===== src/rtl/rotary_counter_bank_if.sv =====
// Bundles the encoder inputs, per-channel clears and decoded outputs of a rotary_counter_bank.
// The master drives the A/B/clear inputs. The slave (the counter bank) drives position/step/left/error.
interface rotary_counter_bank_if #(
  parameter int CHANNELS = 2,
  parameter int WIDTH    = 8
);
  logic [CHANNELS-1:0]       rotary_a;
  logic [CHANNELS-1:0]       rotary_b;
  logic [CHANNELS-1:0]       clear;
  logic [CHANNELS*WIDTH-1:0] position;
  logic [CHANNELS-1:0]       step;
  logic [CHANNELS-1:0]       left;
  logic [CHANNELS-1:0]       error;

  modport master (
    output rotary_a, rotary_b, clear,
    input  position, step, left, error
  );

  modport slave (
    input  rotary_a, rotary_b, clear,
    output position, step, left, error
  );
endinterface


===== src/rtl/rotary_counter_bank.sv =====
// Multi-channel quadrature decoder with per-channel detent accumulator and wrap/saturate position counter.
// All outputs are registered. Channels are independent and share only clk/rst.
module rotary_counter_bank #(
  parameter int CHANNELS          = 2,
  parameter int WIDTH             = 8,
  parameter int STEP              = 1,
  parameter int COUNTS_PER_DETENT = 4,
  parameter int SATURATE          = 0
) (
  input  logic                  clk,
  input  logic                  rst,
  rotary_counter_bank_if.slave  bus
);

  localparam logic [WIDTH:0]     STEP_W = (WIDTH+1)'(STEP);
  localparam logic signed [3:0]  CPD_S  = 4'(COUNTS_PER_DETENT);

  // Position of an {a,b} code along the right-turning Gray cycle 00->10->11->01.
  function automatic logic [1:0] gray_idx(input logic [1:0] ab);
    logic [1:0] idx;
    case (ab)
      2'b00:   idx = 2'd0;
      2'b10:   idx = 2'd1;
      2'b11:   idx = 2'd2;
      2'b01:   idx = 2'd3;
      default: idx = 2'd0;
    endcase
    return idx;
  endfunction

  logic [1:0]        prev_r    [CHANNELS];
  logic [WIDTH-1:0]  pos_r     [CHANNELS];
  logic signed [3:0] sub_r     [CHANNELS];
  logic [CHANNELS-1:0] step_r, left_r, err_r;

  logic [1:0]        delta_s   [CHANNELS];
  logic [WIDTH:0]    pos_up_s  [CHANNELS];
  logic [WIDTH:0]    pos_dn_s  [CHANNELS];
  logic signed [3:0] sub_inc_s [CHANNELS];
  logic signed [3:0] sub_dec_s [CHANNELS];

  logic [WIDTH-1:0]  pos_nxt_s [CHANNELS];
  logic signed [3:0] sub_nxt_s [CHANNELS];
  logic [CHANNELS-1:0] step_nxt_s, left_nxt_s, err_nxt_s;

  // Edge classification and candidate arithmetic; delta 1 = right, 3 = left, 2 = illegal.
  always_comb begin
    for (int i = 0; i < CHANNELS; i++) begin
      delta_s[i]   = gray_idx({bus.rotary_a[i], bus.rotary_b[i]}) - gray_idx(prev_r[i]);
      pos_up_s[i]  = {1'b0, pos_r[i]} + STEP_W;
      pos_dn_s[i]  = {1'b0, pos_r[i]} - STEP_W;
      sub_inc_s[i] = sub_r[i] + 4'sd1;
      sub_dec_s[i] = sub_r[i] - 4'sd1;
    end
  end

  // Next-state for accumulator, position and flags; clear overrides any edge.
  always_comb begin
    for (int i = 0; i < CHANNELS; i++) begin
      pos_nxt_s[i]  = pos_r[i];
      sub_nxt_s[i]  = sub_r[i];
      step_nxt_s[i] = 1'b0;
      left_nxt_s[i] = left_r[i];
      err_nxt_s[i]  = err_r[i];
      if (bus.clear[i]) begin
        pos_nxt_s[i] = {WIDTH{1'b0}};
        sub_nxt_s[i] = 4'sd0;
        err_nxt_s[i] = 1'b0;
      end else begin
        case (delta_s[i])
          2'd1: begin
            if (sub_inc_s[i] == CPD_S) begin
              sub_nxt_s[i]  = 4'sd0;
              step_nxt_s[i] = 1'b1;
              left_nxt_s[i] = 1'b0;
              // A carry out of WIDTH bits means the increment overflowed.
              if ((SATURATE != 0) && pos_up_s[i][WIDTH]) begin
                pos_nxt_s[i] = {WIDTH{1'b1}};
              end else begin
                pos_nxt_s[i] = pos_up_s[i][WIDTH-1:0];
              end
            end else begin
              sub_nxt_s[i] = sub_inc_s[i];
            end
          end
          2'd3: begin
            if (sub_dec_s[i] == -CPD_S) begin
              sub_nxt_s[i]  = 4'sd0;
              step_nxt_s[i] = 1'b1;
              left_nxt_s[i] = 1'b1;
              if ((SATURATE != 0) && pos_dn_s[i][WIDTH]) begin
                pos_nxt_s[i] = {WIDTH{1'b0}};
              end else begin
                pos_nxt_s[i] = pos_dn_s[i][WIDTH-1:0];
              end
            end else begin
              sub_nxt_s[i] = sub_dec_s[i];
            end
          end
          2'd2: begin
            err_nxt_s[i] = 1'b1;
          end
          default: begin
            sub_nxt_s[i] = sub_r[i];
          end
        endcase
      end
    end
  end

  // State registers; prev_ab follows the inputs even in reset so release never steps.
  always_ff @(posedge clk) begin
    for (int i = 0; i < CHANNELS; i++) begin
      prev_r[i] <= {bus.rotary_a[i], bus.rotary_b[i]};
      if (rst) begin
        pos_r[i]  <= {WIDTH{1'b0}};
        sub_r[i]  <= 4'sd0;
        step_r[i] <= 1'b0;
        left_r[i] <= 1'b0;
        err_r[i]  <= 1'b0;
      end else begin
        pos_r[i]  <= pos_nxt_s[i];
        sub_r[i]  <= sub_nxt_s[i];
        step_r[i] <= step_nxt_s[i];
        left_r[i] <= left_nxt_s[i];
        err_r[i]  <= err_nxt_s[i];
      end
    end
  end

  for (genvar g = 0; g < CHANNELS; g++) begin : g_pos
    assign bus.position[g*WIDTH +: WIDTH] = pos_r[g];
  end

  assign bus.step  = step_r;
  assign bus.left  = left_r;
  assign bus.error = err_r;

endmodule


===== src/flat_wrapper.sv =====
// flat-port wrapper written by rule: the top's interface ports become plain ports
module rotary_counter_bank_flat 
#(
  parameter int CHANNELS          = 2,
  parameter int WIDTH             = 8,
  parameter int STEP              = 1,
  parameter int COUNTS_PER_DETENT = 4,
  parameter int SATURATE          = 0
)
  (clk, rst, bus_rotary_a, bus_rotary_b, bus_clear, bus_position, bus_step, bus_left, bus_error);
  rotary_counter_bank_if #(.CHANNELS(CHANNELS), .WIDTH(WIDTH)) bus_i ();
  input  logic clk;
  input  logic rst;
  input wire logic [$bits(bus_i.rotary_a)-1:0] bus_rotary_a;
  input wire logic [$bits(bus_i.rotary_b)-1:0] bus_rotary_b;
  input wire logic [$bits(bus_i.clear)-1:0] bus_clear;
  output wire logic [$bits(bus_i.position)-1:0] bus_position;
  output wire logic [$bits(bus_i.step)-1:0] bus_step;
  output wire logic [$bits(bus_i.left)-1:0] bus_left;
  output wire logic [$bits(bus_i.error)-1:0] bus_error;
  assign bus_i.rotary_a = bus_rotary_a;
  assign bus_i.rotary_b = bus_rotary_b;
  assign bus_i.clear = bus_clear;
  assign bus_position = bus_i.position;
  assign bus_step = bus_i.step;
  assign bus_left = bus_i.left;
  assign bus_error = bus_i.error;
  rotary_counter_bank #(.CHANNELS(CHANNELS), .WIDTH(WIDTH), .STEP(STEP), .COUNTS_PER_DETENT(COUNTS_PER_DETENT), .SATURATE(SATURATE)) u_core (.clk(clk), .rst(rst), .bus(bus_i));
endmodule

===== config.mk =====
export PLATFORM = sky130hd
export DESIGN_NAME = rotary_counter_bank_flat
export DESIGN_NICKNAME = d
export VERILOG_FILES = /design/src/rtl/rotary_counter_bank_if.sv /design/src/rtl/rotary_counter_bank.sv /design/src/flat_wrapper.sv
export SDC_FILE = /design/constraint.sdc
export NUM_CORES = 1
export LEC_CHECK = 0
export BUFFER_PORTS_ARGS = -buffer_cell sky130_fd_sc_hd__buf_2
export CAP_MARGIN = 40
export CORE_UTILIZATION = 40
export CTS_BUF_LIST = sky130_fd_sc_hd__clkbuf_8
export DETAILED_ROUTE_END_ITERATION = 6
export SKIP_CTS_REPAIR_TIMING = 1
export SYNTH_ARGS = -nofsm -noshare
export SYNTH_HDL_FRONTEND = slang
export SYNTH_SLANG_ARGS = --single-unit

===== constraint.sdc =====
create_clock -name clk -period 5.2 [get_ports clk]
set_input_delay 0.52 -clock clk [delete_from_list [all_inputs] [get_ports clk]]
set_output_delay 0.52 -clock clk [all_outputs]
set_load 0.01 [all_outputs]

* Word level (Yosys, flattened, before mapping) *
Memory sizes are Yosys's and may differ from the RTL's.
Index checks and enable logic that the tools add are counted.

cells by class
  equal/unequal tests = 26
  muxes and demuxes = 39
  reduce and logical (&&, ||, !) cells = 10
  add/sub/neg operators = 10
  bitwise operators = 6

operators by type and width
  cell                   number
  $mux W8                8
  $mux W4                8
  $pmux W2 S4            4
  $pmux W8 S2            2
  $eq A2 B2 Y1 const B   12
  $add A8 B1 Y8 const B  2
  $pmux W4 S2            2
  $sub A8 B1 Y8 const B  2
  $eq A2 B1 Y1 const B   6
  $mux W1                11
  $add A4 B2 Y4 const B  2
  $eq A4 B3 Y1 const B   2
  $eq A4 B4 Y1 const B   2
  $logic_not A2 Y1       4
  $ne A2 B1 Y1 const B   4
  $pmux W1 S2            4
  $reduce_and A4 Y1      2
  $sub A4 B2 Y4 const B  2
  $or A1 B1 Y1           4
  $reduce_bool A2 Y1     2
  $reduce_or A2 Y1       2
  $sub A2 B2 Y2          2
  $not A1 Y1             2

storage, ports and cells
  memory bits (writable) = 28
  input port bits = 8
  memories = 3
  logic and storage cells = 100
  register bits = 6

memories
  name           depth  bits a word  read ports  clocked after memory_dff  wr ports  RTL line                   source
  u_core.pos_r   2      8            2           0                         2         rotary_counter_bank.sv:32  logic [WIDTH-1:0] pos_r [CHANNELS];
  u_core.sub_r   2      4            2           0                         2         rotary_counter_bank.sv:33  logic signed [3:0] sub_r [CHANNELS];
  u_core.prev_r  2      2            2           0                         2         rotary_counter_bank.sv:31  logic [1:0] prev_r [CHANNELS];

* Logic depth before layout (Yosys ltp) *
  word-level depth = 7
  depth in mapped cells = 14
  gate-level depth less buffers = 13

* Worst setup path after synthesis *
No wires, ideal clock.

  path type = input to register
  start = in bus_rotary_a[1]
  end = mem u_core.pos_r[1][4]
  path buffers = 1
  stages on the path = 13
  data required time = 5070 ps
  arrival = 3280 ps
  slack = 1789 ps
  path through = inv_1 > ha_1 > inv_1 > ha_1 > xnor3_1 > clkbuf_1 > nor2_1 > xor2_1 > ha_1 > or4_1 > a2111oi_0 > o21a_1 > nor3_1

RTL lines
  item                RTL line                   source
  start: declaration  flat_wrapper.sv:14         input wire logic [$bits(bus_i.rotary_a)-1:0] bus_rotary_a;
  end: declaration    rotary_counter_bank.sv:32

==> summary.md <==
| Metric | Value |
|---|---|
| Post-Syn Area | 2400 um2 |
| Worst EP required | 5410 ps |
| CP startpoint kind | register |
| Post-DP HPWL | 3820 um |
| Global-route wire length before repair | 9050 um |
| Sequential area share after synthesis | 28.4% |
| Die footprint | 6310 um2 |
| Core Util, Final | 47.4% |
| Root buffer cell | clkbuf_8 |
| Post-route antenna net violation count | 0 |
| Leak | 0.00118 uW |
| Chip width | 79.4 um |
| Port-buffer cells | 29 |
| Vias in the first global route | 1969 |
| Initial Utilization | 42.5% |
| Via count | 2181 |
| Antenna Cells | 0 |
| Flops & latches, synth | 34 |
| Synth cell types | 51 |
| GRT Total Usage | 18.0% |
| Fin crit share | 67.0% |
| CTS tree | built |
| Status | finished clean |
| Synthesized Nets | 313 |
| Detail Route met3 WL | 214 um |
| Placed insts | 373 |
| Rows | 27 |
| Unrepaired setup endpoints after global routing | false |
| Hold WC Path Type | in2reg |
| Sink Count | 34 |
| Setup_tns | 0 ps |
| Gpl congestion | 0.862 |
| Worst skew pair latency | 290 ps |
| Largest net degree at the start of global routing | 18 |
| H-Tree Depth | 2 |
| Via/cell ratio | 5.72 |
| Die H | 79.4 um |
| Arr. time, crit path | 3700 ps |
| Dominant cells by area after synthesis | dfxtp_1 (28%), ha_1 (11%), mux2i_1 (3.8%) |
| Drt pass-1 iters | 4 |
| Placeable Area | 5640 um2 |
| Max-cap violations | 0 |
| Nets | 338 |
| Worst rel slew slack | 54.1% |
| Metal2 WL | 2210 um |
| Met1 Routed Length | 2800 um |
| Setup violators final | 0 |
| Total grt overflow | 0 |
| Pins Over Slew Limit | 0 |
| Async SR Flop Fraction | 0% |
| Setup crit end kind | register |
| Post-Syn Instances | 283 |
| DR WL/cell | 13.9 um |
| Final Hold Fails | 0 |
| Maximum root-to-sink buffer count | 2 |
| Num CTS Buffers | 5 |
| Primary FF master, synth | dfxtp_1 |
| Slew @ Worst Pin | 670 ps |
| EDFF count, synth | 0 |
| Crit-path max FO | 14 |
| Initial antenna violation count | 0 |
| Area leader, netlist | dfxtp_1 |
| Commonest cells post-synth | dfxtp_1 (34), nand2_1 (23), ha_1 (22), inv_1 (22), nor2_1 (17) |
| Clock Skews | 6.63 ps |
| Syn_area_per_cell | 8.48 um2 |
| CP Class | reg2reg |
| Area share of the largest cell type after synthesis | 28.4% |
| # IOs | 30 |
| Fill count | 566 |
| Share of layout cells above drive strength 1 | 13.9% |
| Clk pin slew, worst setup/hold paths | 80 ps |
| Area growth syn-to-layout | 11.5% |
| WL final | 5300 um |
| DRC | 0 |
| Most frequent cell after synthesis | dfxtp_1 |
| DR iter-0 viols | 147 |
| Top routing layer used | met4 |
| Tmin final | 3480 ps |
| Pwr Density | 264 nW/um2 |
| Peak ir drop on the vdd network | 0.000125 V |
| FMAX | 287 MHz |
| Ys Warns | 0 |
| Post-route insts no fill | 381 |
-- area by class of cell --
type	instances	area (um2)	area share, %
clock buffers	6	82.6	3.09
clock inverters	2	8.76	0.328
inverters	22	82.6	3.09
multi-input cells	216	1580	59.2
flip-flops and latches	34	681	25.5
well taps	72	90.1	3.37
repair buffers	29	145	5.43
-- critical path, cell delays in order (launching register included) --
cell and delay [ps]:
dfxtp_1 360, inv_1 50, ha_1 290, ha_1 190
xnor3_1 720, nor2_1 180, xor2_1 180, ha_1 210
or4_1 390, a2111oi_0 570, nor3_1 90, nor3_1 180
-- cells in the final DEF, fill, tap and decap left out, types with 4 or more instances in the layout --
master,instances
a2111oi_0,4
dfxtp_1,34
or4_1,6
o21ba_2,4
or3_1,12
clkbuf_8,6
and2_1,4
a211o_1,4
nand3_1,11
a21oi_1,8
nor3_1,16
o31ai_1,5
inv_1,23
ha_1,22
nand2_1,23
and3_1,5
buf_2,29
mux2i_1,9
nor2_1,17
o21a_1,4
nand4_1,10
a211oi_1,6
-- layer usage --
layer / vias to the layer above / track usage [%]
met5: - / 0
met4: 0 / 6.73
met3: 6 / 3.77
met2: 45 / 26.8
met1: 1016 / 25.3
li1: 1114 / -
-- metrics by stage --
| step | total power (uW) | area [um2] | worst slack, ps | hold WS (ps) |
|---|---|---|---|---|
| after floorplan | 458 | 2400 | 1790 | 487 |
| after global placement | 500 | 2580 | 1530 | 448 |
| after detailed placement | 502 | 2580 | 1440 | 457 |
| after CTS | 712 | 2670 | 1700 | 354 |
| after global routing | 747 | 2670 | 1350 | 357 |
| final | 705 | 2670 | 1720 | 356 |
-- logic make-up (layout without fill, tap and decap cells) --
family / count (synthesis) / count (layout) / share of synthesized area (%)
adder cells (fa/ha/maj): 22 / 22 / 11.5
multiplexers: 9 / 9 / 3.76
XOR/XNOR: 9 / 9 / 5.69
flip-flops: 34 / 34 / 28.4
AO/OA/AOI/OAI: 58 / 58 / 18.8
buffers and inverters: 33 / 59 / 5.58
AND/OR/NAND/NOR: 118 / 118 / 26.3
-- path summary, 6_finish.rpt --
| check | startpoint | to | slack, ps | cells after the start |
|---|---|---|---|---|
| setup / recovery | u_core.prev_r[0][2]$_DFF_P_ | u_core.pos_r[1][4]$_SDFFE_PP0P_ | 1720 | 11 |
| hold / removal | bus_rotary_a[1] | u_core.prev_r[0][3]$_DFF_P_ | 360 | 1 |
| setup reg to reg | u_core.prev_r[0][2]$_DFF_P_ | u_core.pos_r[1][4]$_SDFFE_PP0P_ | 1720 | 11 |
| hold reg to reg | u_core.bus.error[0]$_SDFFE_PP0N_ | u_core.bus.error[0]$_SDFFE_PP0N_ | 470 | 2 |
-- power breakdown --
group	switching (uW)	leakage, uW	internal, uW
Clock	101	0.0000524	105
Sequential	18.4	0.000277	273
Combinational	124	0.000853	83.0
Total	243	0.00118	461
-- registers in the layout, indices dropped and copies added, names as in the netlist --
name	cells
u_core.bus.error	2
u_core.bus.left	2
u_core.bus.step	2
u_core.pos_r	16
u_core.prev_r	4
u_core.sub_r	8
No activity file was read; power rests on OpenSTA's default activity.
